`config.mk`:
```
export PLATFORM = sky130hd
export DESIGN_NAME = random_matrix_fill_ctrl
export DESIGN_NICKNAME = d
export VERILOG_FILES = /design/src/rtl/random_matrix_fill_ctrl.sv
export SDC_FILE = /design/constraint.sdc
export NUM_CORES = 1
export LEC_CHECK = 0
export ABC_AREA = 1
export BUFFER_PORTS_ARGS = -buffer_cell sky130_fd_sc_hd__buf_4
export CORE_MARGIN = 4
export CORE_UTILIZATION = 45
export DETAILED_ROUTE_END_ITERATION = 6
export PLACE_DENSITY = 0.76
export SYNTH_ARGS = -nofsm -noshare
export SYNTH_HDL_FRONTEND = slang
export SYNTH_SLANG_ARGS = --single-unit
```
`constraint.sdc`:
```
create_clock -name clk -period 5.4 [get_ports clk]
set_clock_uncertainty 0.15 [all_clocks]
set_input_delay 0.27 -clock clk [delete_from_list [all_inputs] [get_ports clk]]
set_output_delay 0.27 -clock clk [all_outputs]
set_load 0.02 [all_outputs]
```
`src/rtl/random_matrix_fill_ctrl.sv`:
```
// random_matrix_fill_ctrl
// Fills a rows x cols matrix in row-major order with samples from an external
// random number generator. Each sample is range-checked against the latched
// [min,max] window and re-requested up to RETRY_MAX times before giving up.
// Strobes (rng_en, wr_en, done, err) are registered and asserted in the cycle
// of the state they belong to, so they are glitch-free and mutually exclusive.
module random_matrix_fill_ctrl #(
    parameter int unsigned WIDTH     = 8,
    parameter int unsigned MAX_DIM   = 5,
    parameter int unsigned RETRY_MAX = 3
) (
    input  logic             clk,
    input  logic             rst_n,
    input  logic             start,
    input  logic             abort,
    input  logic [2:0]       rows,
    input  logic [2:0]       cols,
    input  logic [WIDTH-1:0] min_val,
    input  logic [WIDTH-1:0] max_val,
    input  logic [WIDTH-1:0] rng_num,
    output logic             rng_en,
    output logic [WIDTH-1:0] rng_min,
    output logic [WIDTH-1:0] rng_max,
    output logic             wr_en,
    output logic [2:0]       wr_row,
    output logic [2:0]       wr_col,
    output logic [WIDTH-1:0] wr_data,
    output logic             busy,
    output logic             done,
    output logic             err
);

    localparam logic [2:0] S_IDLE  = 3'd0;
    localparam logic [2:0] S_CHECK = 3'd1;
    localparam logic [2:0] S_REQ   = 3'd2;
    localparam logic [2:0] S_WAIT  = 3'd3;
    localparam logic [2:0] S_WRITE = 3'd4;
    localparam logic [2:0] S_FIN   = 3'd5;

    localparam int unsigned RW = (RETRY_MAX < 1) ? 1 : $clog2(RETRY_MAX + 1);
    localparam logic [RW-1:0] RETRY_LIM = RW'(RETRY_MAX);
    localparam logic [2:0]    DIM_LIM   = 3'(MAX_DIM);

    logic [2:0]    state;
    logic [2:0]    rows_q;
    logic [2:0]    cols_q;
    logic [2:0]    row_cnt;
    logic [2:0]    col_cnt;
    logic [RW-1:0] retry_cnt;
    logic          cfg_bad;
    logic          in_range;
    logic          last_col;
    logic          last_elem;

    // Current write coordinates are the element counters themselves.
    assign wr_row = row_cnt;
    assign wr_col = col_cnt;

    // Configuration validity, sample range test and end-of-row/matrix detection.
    always_comb begin
        cfg_bad   = (rows_q == 3'd0) || (cols_q == 3'd0) ||
                    (rows_q > DIM_LIM) || (cols_q > DIM_LIM) ||
                    (rng_min > rng_max);
        in_range  = (rng_num >= rng_min) && (rng_num <= rng_max);
        last_col  = (col_cnt == cols_q - 3'd1);
        last_elem = last_col && (row_cnt == rows_q - 3'd1);
        busy      = (state != S_IDLE);
    end

    // Fill sequencer: abort overrides every transition; strobes default low.
    always_ff @(posedge clk or negedge rst_n) begin
        if (!rst_n) begin
            state     <= S_IDLE;
            rows_q    <= '0;
            cols_q    <= '0;
            row_cnt   <= '0;
            col_cnt   <= '0;
            retry_cnt <= '0;
            rng_min   <= '0;
            rng_max   <= '1;
            wr_data   <= '0;
            rng_en    <= 1'b0;
            wr_en     <= 1'b0;
            done      <= 1'b0;
            err       <= 1'b0;
        end else begin
            rng_en <= 1'b0;
            wr_en  <= 1'b0;
            done   <= 1'b0;
            err    <= 1'b0;
            if (abort && (state != S_IDLE)) begin
                state <= S_IDLE;
            end else begin
                case (state)
                    S_IDLE: begin
                        if (start && !abort) begin
                            rows_q  <= rows;
                            cols_q  <= cols;
                            rng_min <= min_val;
                            rng_max <= max_val;
                            state   <= S_CHECK;
                        end
                    end
                    S_CHECK: begin
                        if (cfg_bad) begin
                            err   <= 1'b1;
                            state <= S_IDLE;
                        end else begin
                            row_cnt   <= '0;
                            col_cnt   <= '0;
                            retry_cnt <= '0;
                            rng_en    <= 1'b1;
                            state     <= S_REQ;
                        end
                    end
                    S_REQ: begin
                        state <= S_WAIT;
                    end
                    S_WAIT: begin
                        if (in_range) begin
                            wr_data   <= rng_num;
                            retry_cnt <= '0;
                            wr_en     <= 1'b1;
                            state     <= S_WRITE;
                        end else if (retry_cnt < RETRY_LIM) begin
                            retry_cnt <= retry_cnt + 1'b1;
                            rng_en    <= 1'b1;
                            state     <= S_REQ;
                        end else begin
                            err   <= 1'b1;
                            state <= S_IDLE;
                        end
                    end
                    S_WRITE: begin
                        if (last_elem) begin
                            row_cnt <= '0;
                            col_cnt <= '0;
                            done    <= 1'b1;
                            state   <= S_FIN;
                        end else begin
                            if (last_col) begin
                                col_cnt <= '0;
                                row_cnt <= row_cnt + 3'd1;
                            end else begin
                                col_cnt <= col_cnt + 3'd1;
                            end
                            rng_en <= 1'b1;
                            state  <= S_REQ;
                        end
                    end
                    S_FIN: begin
                        state <= S_IDLE;
                    end
                    default: begin
                        state <= S_IDLE;
                    end
                endcase
            end
        end
    end

endmodule

```
==> summary.txt <==
Clocking
  – # hold bufs at CTS: 1
  – Clk sinks: between 40 and 50
  – Clock transition at path regs: 80 ps
  – Post-CTS Resized: 0
  – CTS buffer count: 5
  – CTS H-tree lvls: 2
  – Post-CTS Setup Inserts: 0
  – CTS root buf: clkbuf_8
  – Clk buf depth: 2
  – Clk_lat worst skew: 290 ps
  – CTS tree: yes

Routing
  – Iteration-0 DRC Markers: 151
  – Routed Antenna Nets: 0
  – Router iterations before antenna repair: 6
  – Routed length per instance: 12.8 µm
  – Total wire length: 6.25 mm
  – Mean number of vias per cell: 4.97
  – DRC: 0
  – Via count: 2426

Global route
  – Overall Global Routing Usage: 17.4%
  – Pin count of the biggest net entering global routing: 46
  – Grt ovf: 0
  – First-pass GRT wire length: 10.6 mm
  – Vias in the first global route: 2283
  – Initial antenna violation count: 0

Worst setup path
  – Arr. time, crit path: between 2000 and 2500 ps
  – Req. time, crit path: 5440 ps
  – Worst Path Buf+Inv: 1
  – CP Cell Sequence: inv_1 -> ha_1 -> nand2_1 -> nand2_1 -> nand2_1 -> nand2_1 -> nand2_1 -> nand2_1 -> nand2_1 -> nand2_1 -> a21oi_2 -> nand2_1 -> nand2_1 -> nand2_1
  – Worst setup EP type: flip-flop
  – CP Class: reg2reg
  – Crit-path max FO: 11
  – Crit path largest cell delay: 550 ps
  – CP Launch Type: flip-flop
  – Most frequent CP cell: nand2_1
  – CP max stage cell: dfstp_2
  – Crit-path leading delay family: simple AND/OR/NAND/NOR gates

Finish
  – Area grow syn2layout: 24.0%
  – Share of layout cells above drive strength 1: between 20% and 30%
  – Final-stage net count: 479
  – Most common cell after layout, fill and taps aside: nand2_1
  – Diodes inserted: 0
  – Most frequent cells in the layout: 79 x nand2_1, 69 x buf_4, 42 x inv_1
  – Final instance area: 0.00348 mm²
  – Non-Filler Instances: 488

STA
  – Relative slew slack: 61.4%
  – Hold Violations, Final: 0
  – Fin crit period: 2450 ps
  – Least-Margin Pin Slew: 579 ps
  – RSZ-0062 raised after global routing: no
  – Worst setup margin: 2950 ps
  – Final slew viol count: 0
  – # setup viols final: 0
  – Peak Freq: 0.407 GHz
  – Fin Setup TNS: 0 ps
  – Period Utilization, post-route: 45.5%

Pwr
  – Static Leak: 1.94 nW
  – Peak supply drop: 252 µV
  – Total power: 1.82 mW
  – PD cells: 524 mW/mm²

Synth
  – Syn Inst Count: 341
  – Ys Warns: 0
  – Primary FF master, synth: dfrtp_1
  – Yosys cell types: 36
  – Asr flop ratio synth: 100%
  – Synth Cell Area: 0.00281 mm²
  – Sequential-to-total area share from yosys stat: 40.5%
  – Post-synth net total: 408
  – Avg Synthesized Cell Area: 8.23 µm²
  – Synth Register Bits: 45
  – Number of synthesized flops with an enable pin: 0

Placement
  – Routability cong.: 0.912
  – Placement-stage cell area: ~0.0034 mm²
  – Dpl ws: ~3000 ps
  – Final HPWL DP: between 4 and 5 mm
  – Placed cells: about 480
  – Port Buffers: slightly below 70

Floorplan
  – Die W: about 87 µm
  – IO Count: 69
  – Core footprint: 0.00599 mm²
  – Die area: 0.00757 mm²
  – Die Y: ~87 µm
  – Starting Density: 46.9%
  – FP Rows: 28

Run status
  – Outcome: finished, final reports clean

Run
  – Max-cap viol count: 0

Worst hold path
  – Hold crit path type: in2reg
per-layer routing:
metal,GRT usage (%),vias up,wire length (µm)
met5,0,-,0
li1,-,1237,-
met4,3.82,0,64
met3,2.93,6,284
met2,28.6,59,2950
met1,24.2,1124,2960
layout make-up:
type | instances | area [µm²]
Sequential cell | 45 | 1140
Multi-Input combinational cell | 245 | 1470
Tap cell | 75 | 93.8
Clock inverter | 2 | 10.0
Clock buffer | 6 | 72.6
Timing Repair Buffer | 70 | 528
Fill cell | 525 | 2510
Inverter | 45 | 169
stage by stage:
step	utilization, %	hold slack (ps)
2_1_floorplan	-	-176
3_3_place_gp	56.6	151
3_5_place_dp	56.6	161
4_1_cts	58.1	48.5
5_1_grt	58.1	45.8
6_report	58.1	53.4
final timing paths:
kind | cells after the start | start | endpoint | slack, ps
max reg2reg | 14 | rng_max[1] | wr_col[0] | 2950
min reg2reg | 2 | retry_cnt[1] | retry_cnt[1] | 340
max in group asynchronous | 2 | rst_n | wr_data[2] | 4340
max | 14 | rng_max[1] | wr_col[0] | 2950
min in group asynchronous | 2 | rst_n | rng_min[4] | 360
min | 3 | rng_num[6] | wr_data[6] | 50
cell families after synthesis:
logic type / Yosys count / share of synthesized area, %
DFF: 45 / 40.5
and+or+nand+nor: 152 / 23.8
muxes: 2 / 0.802
xor gates and xnor gates: 7 / 2.18
buffers and inverters: 51 / 7.13
AOI/OAI and AO/OA: 51 / 10.9
adders and majority gates: 33 / 14.7
worst register-to-register path, stage by stage (launching register included):
cell and delay [ps]:
dfstp_2 550, inv_1 90, ha_1 300, nand2_1 70
nand2_1 40, nand2_1 50, nand2_1 40, nand2_1 50
nand2_1 40, nand2_1 70, nand2_1 80, a21oi_2 470
nand2_1 170, nand2_1 100, nand2_1 60
where the power goes:
group          switching, mW  internal, mW  total [mW]  leakage, nW
clock                  0.114        0.0899       0.204       0.0450
sequential            0.0913         0.482       0.573        0.551
combinational          0.632         0.415        1.05         1.35
flip-flops by register name, indices dropped and copies added (netlist names):
register	cells
rng_max	8
rng_min	8
wr_data	8
cols_q	3
rows_q	3
state	3
wr_col	3
wr_row	3
retry_cnt	2
done	1
err	1
rng_en	1
wr_en	1
cell usage after synthesis, types with 2 or more instances:
cell	n	area, µm²
a21oi_2	2	17.5
nand2_4	2	22.5
dfstp_2	8	210
nand3_1	13	65.1
nand2_2	3	18.8
nand2_1	79	297
nor3_1	2	10.0
xnor2_1	3	26.3
clkbuf_1	4	15.0
dfrtp_1	37	926
xor2_1	4	35.0
ha_1	33	413
inv_1	42	158
o21a_1	2	15.0
nor2_1	40	150
mux2_2	2	22.5
o21ai_0	8	40.0
nor2_4	3	33.8
inv_2	3	11.3
a21o_1	3	22.5
nand4_1	3	18.8
a21oi_1	31	155
No activity file was read; power rests on OpenSTA's default activity.
